===== src/rtl/robo_wall_ctrl.sv =====
// robo_wall_ctrl: wall-following robot controller.
// Selectable left/right-hand rule, timed turns with a latched rotation
// direction, corner recovery, barrier removal with a timeout fault,
// standby/resume, and a saturating forward-step counter.
module robo_wall_ctrl #(
   parameter int TURN_CYCLES = 4,
   parameter int REMOVE_MAX  = 8,
   parameter int STEP_W      = 16
) (
   input  logic              clock,
   input  logic              reset,
   input  logic              head,
   input  logic              left,
   input  logic              right,
   input  logic              under,
   input  logic              barrier,
   input  logic              hand_sel,
   input  logic              resume,
   output logic              avancar,
   output logic              girar,
   output logic              girar_dir,
   output logic              remover,
   output logic [2:0]        estado,
   output logic [STEP_W-1:0] passos,
   output logic              falha
);

   localparam int CNT_MAX = (TURN_CYCLES > REMOVE_MAX) ? TURN_CYCLES : REMOVE_MAX;
   localparam int CNT_W   = $clog2(CNT_MAX + 1);

   localparam logic [CNT_W-1:0] TURN_LAST   = CNT_W'(TURN_CYCLES - 1);
   localparam logic [CNT_W-1:0] REMOVE_LAST = CNT_W'(REMOVE_MAX - 1);

   localparam logic [2:0] ST_SEEK    = 3'd0;
   localparam logic [2:0] ST_TURN    = 3'd1;
   localparam logic [2:0] ST_FOLLOW  = 3'd2;
   localparam logic [2:0] ST_INIT    = 3'd3;
   localparam logic [2:0] ST_REMOVE  = 3'd4;
   localparam logic [2:0] ST_STANDBY = 3'd5;
   localparam logic [2:0] ST_CORNER  = 3'd6;
   localparam logic [2:0] ST_FAULT   = 3'd7;

   logic [2:0]        state_r;
   logic [2:0]        state_nxt_s;
   logic [CNT_W-1:0]  cnt_r;
   logic [CNT_W-1:0]  cnt_nxt_s;
   logic              dir_r;
   logic              dir_nxt_s;
   logic              side_s;
   logic [STEP_W-1:0] passos_r;
   logic              avancar_r;
   logic              girar_r;
   logic              remover_r;
   logic              falha_r;

   // Common navigation decision once a turn, corner or removal is finished.
   function automatic logic [2:0] nav_exit(input logic head_i, input logic side_i);
      if (head_i) begin
         nav_exit = ST_TURN;
      end else if (side_i) begin
         nav_exit = ST_FOLLOW;
      end else begin
         nav_exit = ST_SEEK;
      end
   endfunction

   // Next-state, phase counter and rotation direction decision.
   always_comb begin
      side_s      = hand_sel ? right : left;
      state_nxt_s = state_r;
      cnt_nxt_s   = {CNT_W{1'b0}};
      case (state_r)
         ST_INIT, ST_SEEK, ST_FOLLOW: begin
            if (under) begin
               state_nxt_s = ST_STANDBY;
            end else if (barrier) begin
               state_nxt_s = ST_REMOVE;
            end else if (head) begin
               state_nxt_s = ST_TURN;
            end else if (state_r == ST_FOLLOW) begin
               state_nxt_s = side_s ? ST_FOLLOW : ST_CORNER;
            end else if (side_s) begin
               state_nxt_s = ST_FOLLOW;
            end else begin
               state_nxt_s = ST_SEEK;
            end
         end
         ST_TURN, ST_CORNER: begin
            if (under) begin
               state_nxt_s = ST_STANDBY;
            end else if (barrier) begin
               state_nxt_s = ST_REMOVE;
            end else if (cnt_r == TURN_LAST) begin
               state_nxt_s = nav_exit(head, side_s);
            end else begin
               state_nxt_s = state_r;
               cnt_nxt_s   = cnt_r + CNT_W'(1'b1);
            end
         end
         ST_REMOVE: begin
            if (under) begin
               state_nxt_s = ST_STANDBY;
            end else if (!barrier) begin
               state_nxt_s = nav_exit(head, side_s);
            end else if (cnt_r == REMOVE_LAST) begin
               state_nxt_s = ST_FAULT;
            end else begin
               state_nxt_s = ST_REMOVE;
               cnt_nxt_s   = cnt_r + CNT_W'(1'b1);
            end
         end
         ST_STANDBY: begin
            if (resume && !under) begin
               state_nxt_s = ST_INIT;
            end else begin
               state_nxt_s = ST_STANDBY;
            end
         end
         ST_FAULT: begin
            state_nxt_s = ST_FAULT;
         end
         default: begin
            state_nxt_s = ST_INIT;
         end
      endcase

      // Direction is latched on entry and held while rotating (a restarted
      // turn keeps its direction); it reads 0 whenever the robot is not turning.
      if (state_nxt_s == ST_TURN) begin
         dir_nxt_s = (state_r == ST_TURN) ? dir_r : ~hand_sel;
      end else if (state_nxt_s == ST_CORNER) begin
         dir_nxt_s = (state_r == ST_CORNER) ? dir_r : hand_sel;
      end else begin
         dir_nxt_s = 1'b0;
      end
   end

   // State, counter, direction and registered Moore output decode.
   always_ff @(posedge clock or posedge reset) begin
      if (reset) begin
         state_r   <= ST_INIT;
         cnt_r     <= {CNT_W{1'b0}};
         dir_r     <= 1'b0;
         avancar_r <= 1'b0;
         girar_r   <= 1'b0;
         remover_r <= 1'b0;
         falha_r   <= 1'b0;
      end else begin
         state_r   <= state_nxt_s;
         cnt_r     <= cnt_nxt_s;
         dir_r     <= dir_nxt_s;
         avancar_r <= (state_nxt_s == ST_SEEK) || (state_nxt_s == ST_FOLLOW);
         girar_r   <= (state_nxt_s == ST_TURN) || (state_nxt_s == ST_CORNER);
         remover_r <= (state_nxt_s == ST_REMOVE);
         falha_r   <= (state_nxt_s == ST_FAULT);
      end
   end

   // Saturating count of clock edges spent moving forward.
   always_ff @(posedge clock or posedge reset) begin
      if (reset) begin
         passos_r <= {STEP_W{1'b0}};
      end else if (((state_r == ST_SEEK) || (state_r == ST_FOLLOW)) &&
                   (passos_r != {STEP_W{1'b1}})) begin
         passos_r <= passos_r + STEP_W'(1'b1);
      end else begin
         passos_r <= passos_r;
      end
   end

   assign avancar   = avancar_r;
   assign girar     = girar_r;
   assign girar_dir = dir_r;
   assign remover   = remover_r;
   assign falha     = falha_r;
   assign estado    = state_r;
   assign passos    = passos_r;

endmodule


===== config.mk =====
export PLATFORM = sky130hd
export DESIGN_NAME = robo_wall_ctrl
export DESIGN_NICKNAME = d
export VERILOG_FILES = /design/src/rtl/robo_wall_ctrl.sv
export SDC_FILE = /design/constraint.sdc
export NUM_CORES = 1
export LEC_CHECK = 0
export ABC_AREA = 1
export CORE_UTILIZATION = 40
export CTS_CLUSTER_DIAMETER = 50
export DETAILED_ROUTE_END_ITERATION = 8
export GPL_TIMING_DRIVEN = 1
export PLACE_DENSITY = 0.74
export SLEW_MARGIN = 20
export SYNTH_ARGS = -nofsm -noshare
export SYNTH_HDL_FRONTEND = slang
export SYNTH_SLANG_ARGS = --single-unit

===== constraint.sdc =====
create_clock -name clock -period 2.8 [get_ports clock]
set_input_delay 0.84 -clock clock [delete_from_list [all_inputs] [get_ports clock]]
set_output_delay 0.84 -clock clock [all_outputs]
set_load 0.01 [all_outputs]

==> results of run 1 <==
==> cell families (layout without fill, tap and decap cells) <==
family,Yosys count,in the layout
AND/OR/NAND/NOR,107,107
AO/OA/AOI/OAI,12,12
flip-flops,28,28
buffers and inverters,30,66
XOR/XNOR,16,16
adder cells (fa/ha/maj),2,2
==> cells in the mapped netlist, drive strengths merged <==
| master | instances |
|---|---|
| xnor2 | 7 |
| nand2 | 48 |
| dfrtp | 26 |
| o31ai | 1 |
| buf | 1 |
| nand3b | 1 |
| nor2 | 22 |
| nor3 | 6 |
| nand4 | 5 |
| xor2 | 9 |
| dfstp | 2 |
| a21oi | 5 |
| inv | 29 |
| ha | 2 |
| o21ai | 6 |
| nand3 | 25 |
==> sequential cells by signal, indices dropped and copies added, names as in the netlist <==
name	flops
girar_dir	1
cnt_r	4
falha	1
passos	16
girar	1
estado	3
avancar	1
remover	1
==> per-layer routing <==
metal,GRT usage [%],vias to the layer above,part of all wire [%]
met5,0,-,0
met1,23.53,650,49
li1,-,695,-
met3,1.585,6,3.3
met4,6.667,0,1.7
met2,28.55,30,46
==> power by group through the flow <==
stage	clock network [W]	logic (W)	registers, W
6_report	0.000321	0.000774	0.000614
4_1_cts	0.000330	0.000779	0.000612
3_3_place_gp	0	0.000761	0.000619
3_5_place_dp	0	0.000771	0.000618
2_1_floorplan	0	0.000491	0.000623
5_1_grt	0.000345	0.000868	0.000629
==> through the flow <==
stage / total power (W) / utilization (%) / setup slack (ps)
3_3_place_gp: 0.001381 / 52.36 / 353.5
2_1_floorplan: 0.001114 / - / 971.9
4_1_cts: 0.001721 / 54.28 / 483.7
5_1_grt: 0.001842 / 54.28 / 446.2
3_5_place_dp: 0.001389 / 52.36 / 307.5
6_report: 0.001709 / 54.28 / 480.2
==> area by class of cell <==
type                            count  area (sq um)
Fill cell                         337          1699
Multi-Input combinational cell    137         743.2
Sequential cell                    28         703.2
Timing Repair Buffer               33         327.8
Inverter                           29         111.4
Tap cell                           48         60.06
Clock buffer                        3         41.29
Clock inverter                      1         30.03
==> how the worst max path moves through the flow <==
stage,cells after the start,end,slack [ps],from
after detailed placement,12,girar_dir,310,barrier
after CTS,1,estado[1],480,estado[1]
after floorplan,12,girar_dir,970,hand_sel
after global placement,13,girar_dir,350,hand_sel
final,1,estado[1],480,estado[1]
after global routing,1,estado[1],450,estado[1]
==> cell usage in the layout, fill, tap and decap left out, drive strengths merged, types with 2 or more instances in the layout <==
cell type	count
a21oi	5
nor2	22
clkdlybuf4s50	32
nand4	5
dfstp	2
inv	29
o21ai	6
nand3	25
ha	2
xnor2	7
dfrtp	26
xor2	9
nand2	48
clkbuf	3
nor3	6
==> flow_summary.yaml, run 1 <==
status:
  status: "finished clean"
synthesis:
  synthMuxAreaShare_pct: 0
  syn_area_sq_um: 1563
  synth_xor_area_share_pct: 8.967
  ys_warn_count: 0
  synth_compound_area_share_pct: 4.724
  ys_ff_latch: 28
  synth_fp_nets: 206
  yosysSeqAreaShare_pct: 45.00
  synth_top_family_by_area: "simple AND/OR/NAND/NOR gates"
  synth_area_leaders: "dfrtp_1 (42%), nand2_1 (11%), nand3_1 (6.7%)"
  yosys.area_share.simple_pct: 32.27
  syn_avg_cell_area_sq_um: 8.014
  synth_fa_ha_area_share_pct: 1.601
  ys_types: 25
  synth_top_area_share_pct: 41.63
  synthCells: 195
  synth_top_area_cell: "dfrtp_1"
placed_design:
  numPortBuffers: 32
  place_hpwl_um: 2492
  gp_congestion: 0.8576
  place_inst: 275
  placed_area_sq_um: 1946
global_routing:
  grt_pass1_wl_um: 5740
  grt_pass1_vias: 1327
  gr-usage-all-layers_pct: 17.36
  grt_max_degree: 29
  antenna_found_initial: 0
  grt_overflow_total: 0
clocking:
  clk_latency_ps: 280
  cts.sinks: 28
  numCtsBuffers: 3
  h-tree-depth: 1
  clock_path_buffers: 2
  cts_root_buf: "clkbuf_8"
  post_cts_resized: 0
  post-cts-setup-buffers: 0
  postCtsHoldBufs: 0
  cts_tree: "done"
  clk_transition_reported_paths_ps: 90
flow_run:
  maxCapViolCount: 0
worst_setup_path:
  rr_startpoint: "passos[1]"
  crit_arrival_ps: 1480
  rrSetupSlack_ps: 970
  crit_slowest_cell: "dfstp_2"
  crit_family: "flip-flops"
  max_stage_delay_ps: 640
  critPathCaptureType: "output pin"
  cp_max_fo: 8
  crit_chain: "clkdlybuf4s50_1"
  r2r_cells: 9
  r2r_end: "passos[15]"
  startpoint_type: "register"
  crit_buf_inv: 1
  cp.required_ps: 1960
  path_class: "register to output pin"
drt:
  via_count: 1381
  drt-pass1-iter-count: 4
  ant_nets: 0
  drtIter0Drc: 38
  wl_um: 3229
  routedWlPerCell_um: 11.57
  vias_per_cell: 4.950
  drc: 0
power_and_ir_drop:
  powerDensity_nw_per_um2: 847.1
  vdd_drop_max_v: 0.0004516
  pwr-share-clk_pct: 18.8
  power.share.switching_pct: 40.56
  p_leak_nw: 0.9816
  p_seq_share_pct: 35.9
  intPower_w: 0.001016
  p_comb_share_pct: 45.3
  switchingPower_w: 0.0006930
timing:
  final.setup.tns_ps: 0
  tightest_slew_ps: 359.5
  fin_crit_sh_pct: 82.85
  fin_crit_ps: 2320
  maxSlewHeadroom_pct: 76.03
  holdWs_ps: 477.5
  rsz0062_at_grt: "no"
  fmax_ghz: 0.4311
  finalHoldViolations: 0
  final-setup-viol-count: 0
  slew_violations: 0
  skew_ps: 5.350
hold_path:
  holdPathEnd: "cnt_r[0]"
  worstHoldStart: "cnt_r[0]"
  hp-class: "register to register"
  whs_path_depth: 1
floorplan:
  die_width_um: 64.51
  fp-row-count: 22
  initial_core_util_pct: 42.05
  core_sq_um: 3716
  die_h_um: 64.51
  io_pins: 33
  dieArea_sq_um: 4161
cells_and_area:
  fin_nets: 243
  final_cell_area_sq_um: 2017
  diodes: 0
  syn_to_final_growth_pct: 29.06
  final_cells: 279
  drive_gt1_share_pct: 11.69
Note: power is estimated with default switching activity, not from simulation.
==> inputs of run 2 (changes only) <==
clock period = 2.4 ns   (was 2.8 ns; I/O delays follow)
==> run 2 against run 1 <==
  * Clock-buffer cell count unchanged
  * Wire length about the same
  * Non-clock buffer count unchanged
  * Cell area unchanged
  * Combinational power up 17%
  * Sequential power up 16%
  * Die area unchanged
  * First-iteration DRC count up 50%
  * Critical path depth unchanged
==> flow_summary.yaml, run 2 (same netlist as run 1, synthesis figures left out) <==
flow_run:
  maxCapViolCount: 0
global_routing:
  grt_pass1_wl_um: 5768
  gr-usage-all-layers_pct: 17.44
  grt_max_degree: 29
  grt_pass1_vias: 1341
  grt_overflow_total: 0
  antenna_found_initial: 0
drt:
  topRoutingLayerUsed: "met4"
  drt-pass1-iter-count: 4
  drtIter0Drc: 57
  via_count: 1373
  routedWlPerCell_um: 11.57
  met3_length_um: 67
  drc: 0
  vias_per_cell: 4.921
  ant_nets: 0
  wl_um: 3228
  met2_wirelength_um: 1531
  met1Wirelength_um: 1575
worst_setup_path:
  cp_max_fo: 8
  max_stage_delay_ps: 640
  startpoint_type: "register"
  crit_chain: "clkdlybuf4s50_1"
  cp.required_ps: 1680
  rrSetupSlack_ps: 560
  crit_family: "flip-flops"
  crit_slowest_cell: "dfstp_2"
  crit_arrival_ps: 1480
  crit_buf_inv: 1
  crit_cells: 1
  path_class: "register to output pin"
  critPathCaptureType: "output pin"
  critPathLaunch: "estado[1]"
  rr_startpoint: "passos[1]"
  r2r_cells: 9
cells_and_area:
  final_cell_area_sq_um: 2017
  final_cells: 279
  diodes: 0
  n_fill_cell: 340
  drive_gt1_share_pct: 11.69
  final_common_cell: "nand2_1"
  fin_nets: 243
  regArea_sq_um: 703.2
  largest_reg_flops: 16
  syn_to_final_growth_pct: 29.06
  final_cell_mix: "nand2_1 (45), clkdlybuf4s50_1 (32), dfrtp_1 (26)"
  multi_input_area_sq_um: 743.2
clocking:
  post-cts-setup-buffers: 0
  cts_tree: "done"
  clk_latency_ps: 280
  numCtsBuffers: 3
  clk_transition_reported_paths_ps: 100
  cts_root_buf: "clkbuf_8"
  postCtsHoldBufs: 0
  h-tree-depth: 1
  cts.sinks: 28
  post_cts_resized: 0
  clock_path_buffers: 2
timing:
  fmax_ghz: 0.4543
  tightest_slew_ps: 345.0
  slew_violations: 0
  finalHoldViolations: 0
  fin_crit_sh_pct: 91.72
  rsz0062_at_grt: "no"
  final-setup-viol-count: 0
  skew_ps: 3.717
  maxSlewHeadroom_pct: 77.00
  final.setup.tns_ps: 0
  fin_crit_ps: 2201
hold_path:
  worstHoldStart: "cnt_r[0]"
  whs_path_depth: 1
  hp-class: "register to register"
placed_design:
  place_hpwl_um: 2496
  placed_area_sq_um: 1946
  gp_congestion: 0.8576
  place_inst: 275
  numPortBuffers: 32
floorplan:
  io_pins: 33
  die_h_um: 64.51
  initial_core_util_pct: 42.05
  core_sq_um: 3716
  fp-row-count: 22
  die_width_um: 64.51
  dieArea_sq_um: 4161
power_and_ir_drop:
  powerDensity_nw_per_um2: 989.9
  p_leak_nw: 0.9816
  vdd_drop_max_v: 0.0003998
status:
  status: "finished clean"
run 2: where the power goes:
part	switching (W)	internal [W]	total [W]
clock network	0.000152	0.000224	0.000376
registers	0.000126	0.000589	0.000715
logic	0.000533	0.000372	0.000905
run 2: final cells by class:
cell class,instances,area share [%]
Multi-Input combinational cell,137,36.85
Sequential cell,28,34.86
Timing Repair Buffer,33,16.25
Inverter,29,5.521
Tap cell,48,2.978
Clock buffer,3,2.047
Clock inverter,1,1.489
run 2: worst register-to-register path, cell delays in order (launching register included):
cell	delay, ps
dfrtp_1	420
ha_1	210
nand3_1	130
inv_1	70
nand4_1	110
nand3_2	180
nor2_2	200
nand3b_1	160
nor2_1	140
xor2_1	150
run 2: worst paths after layout:
kind | endpoint
max in group asynchronous | estado[0]
min | cnt_r[0]
max reg2reg | passos[15]
max | estado[1]
min reg2reg | cnt_r[0]
min in group asynchronous | passos[11]
run 2: through the flow:
step	power [W]	hold WS, ps	setup slack (ps)	util (%)
2_1_floorplan	0.001300	430.6	691.9	-
6_report	0.001997	474.8	198.6	54.28
4_1_cts	0.002010	478.1	198.8	54.28
3_3_place_gp	0.001611	453.5	73.44	52.36
3_5_place_dp	0.001622	465.0	25.44	52.36
5_1_grt	0.002149	506.4	163.3	54.28
run 2: per-layer routing:
| layer | up-vias | GRT usage [%] |
|---|---|---|
| met4 | 0 | 6.667 |
| met1 | 655 | 23.22 |
| met3 | 6 | 1.761 |
| met2 | 20 | 29.08 |
| met5 | - | 0 |
| li1 | 692 | - |
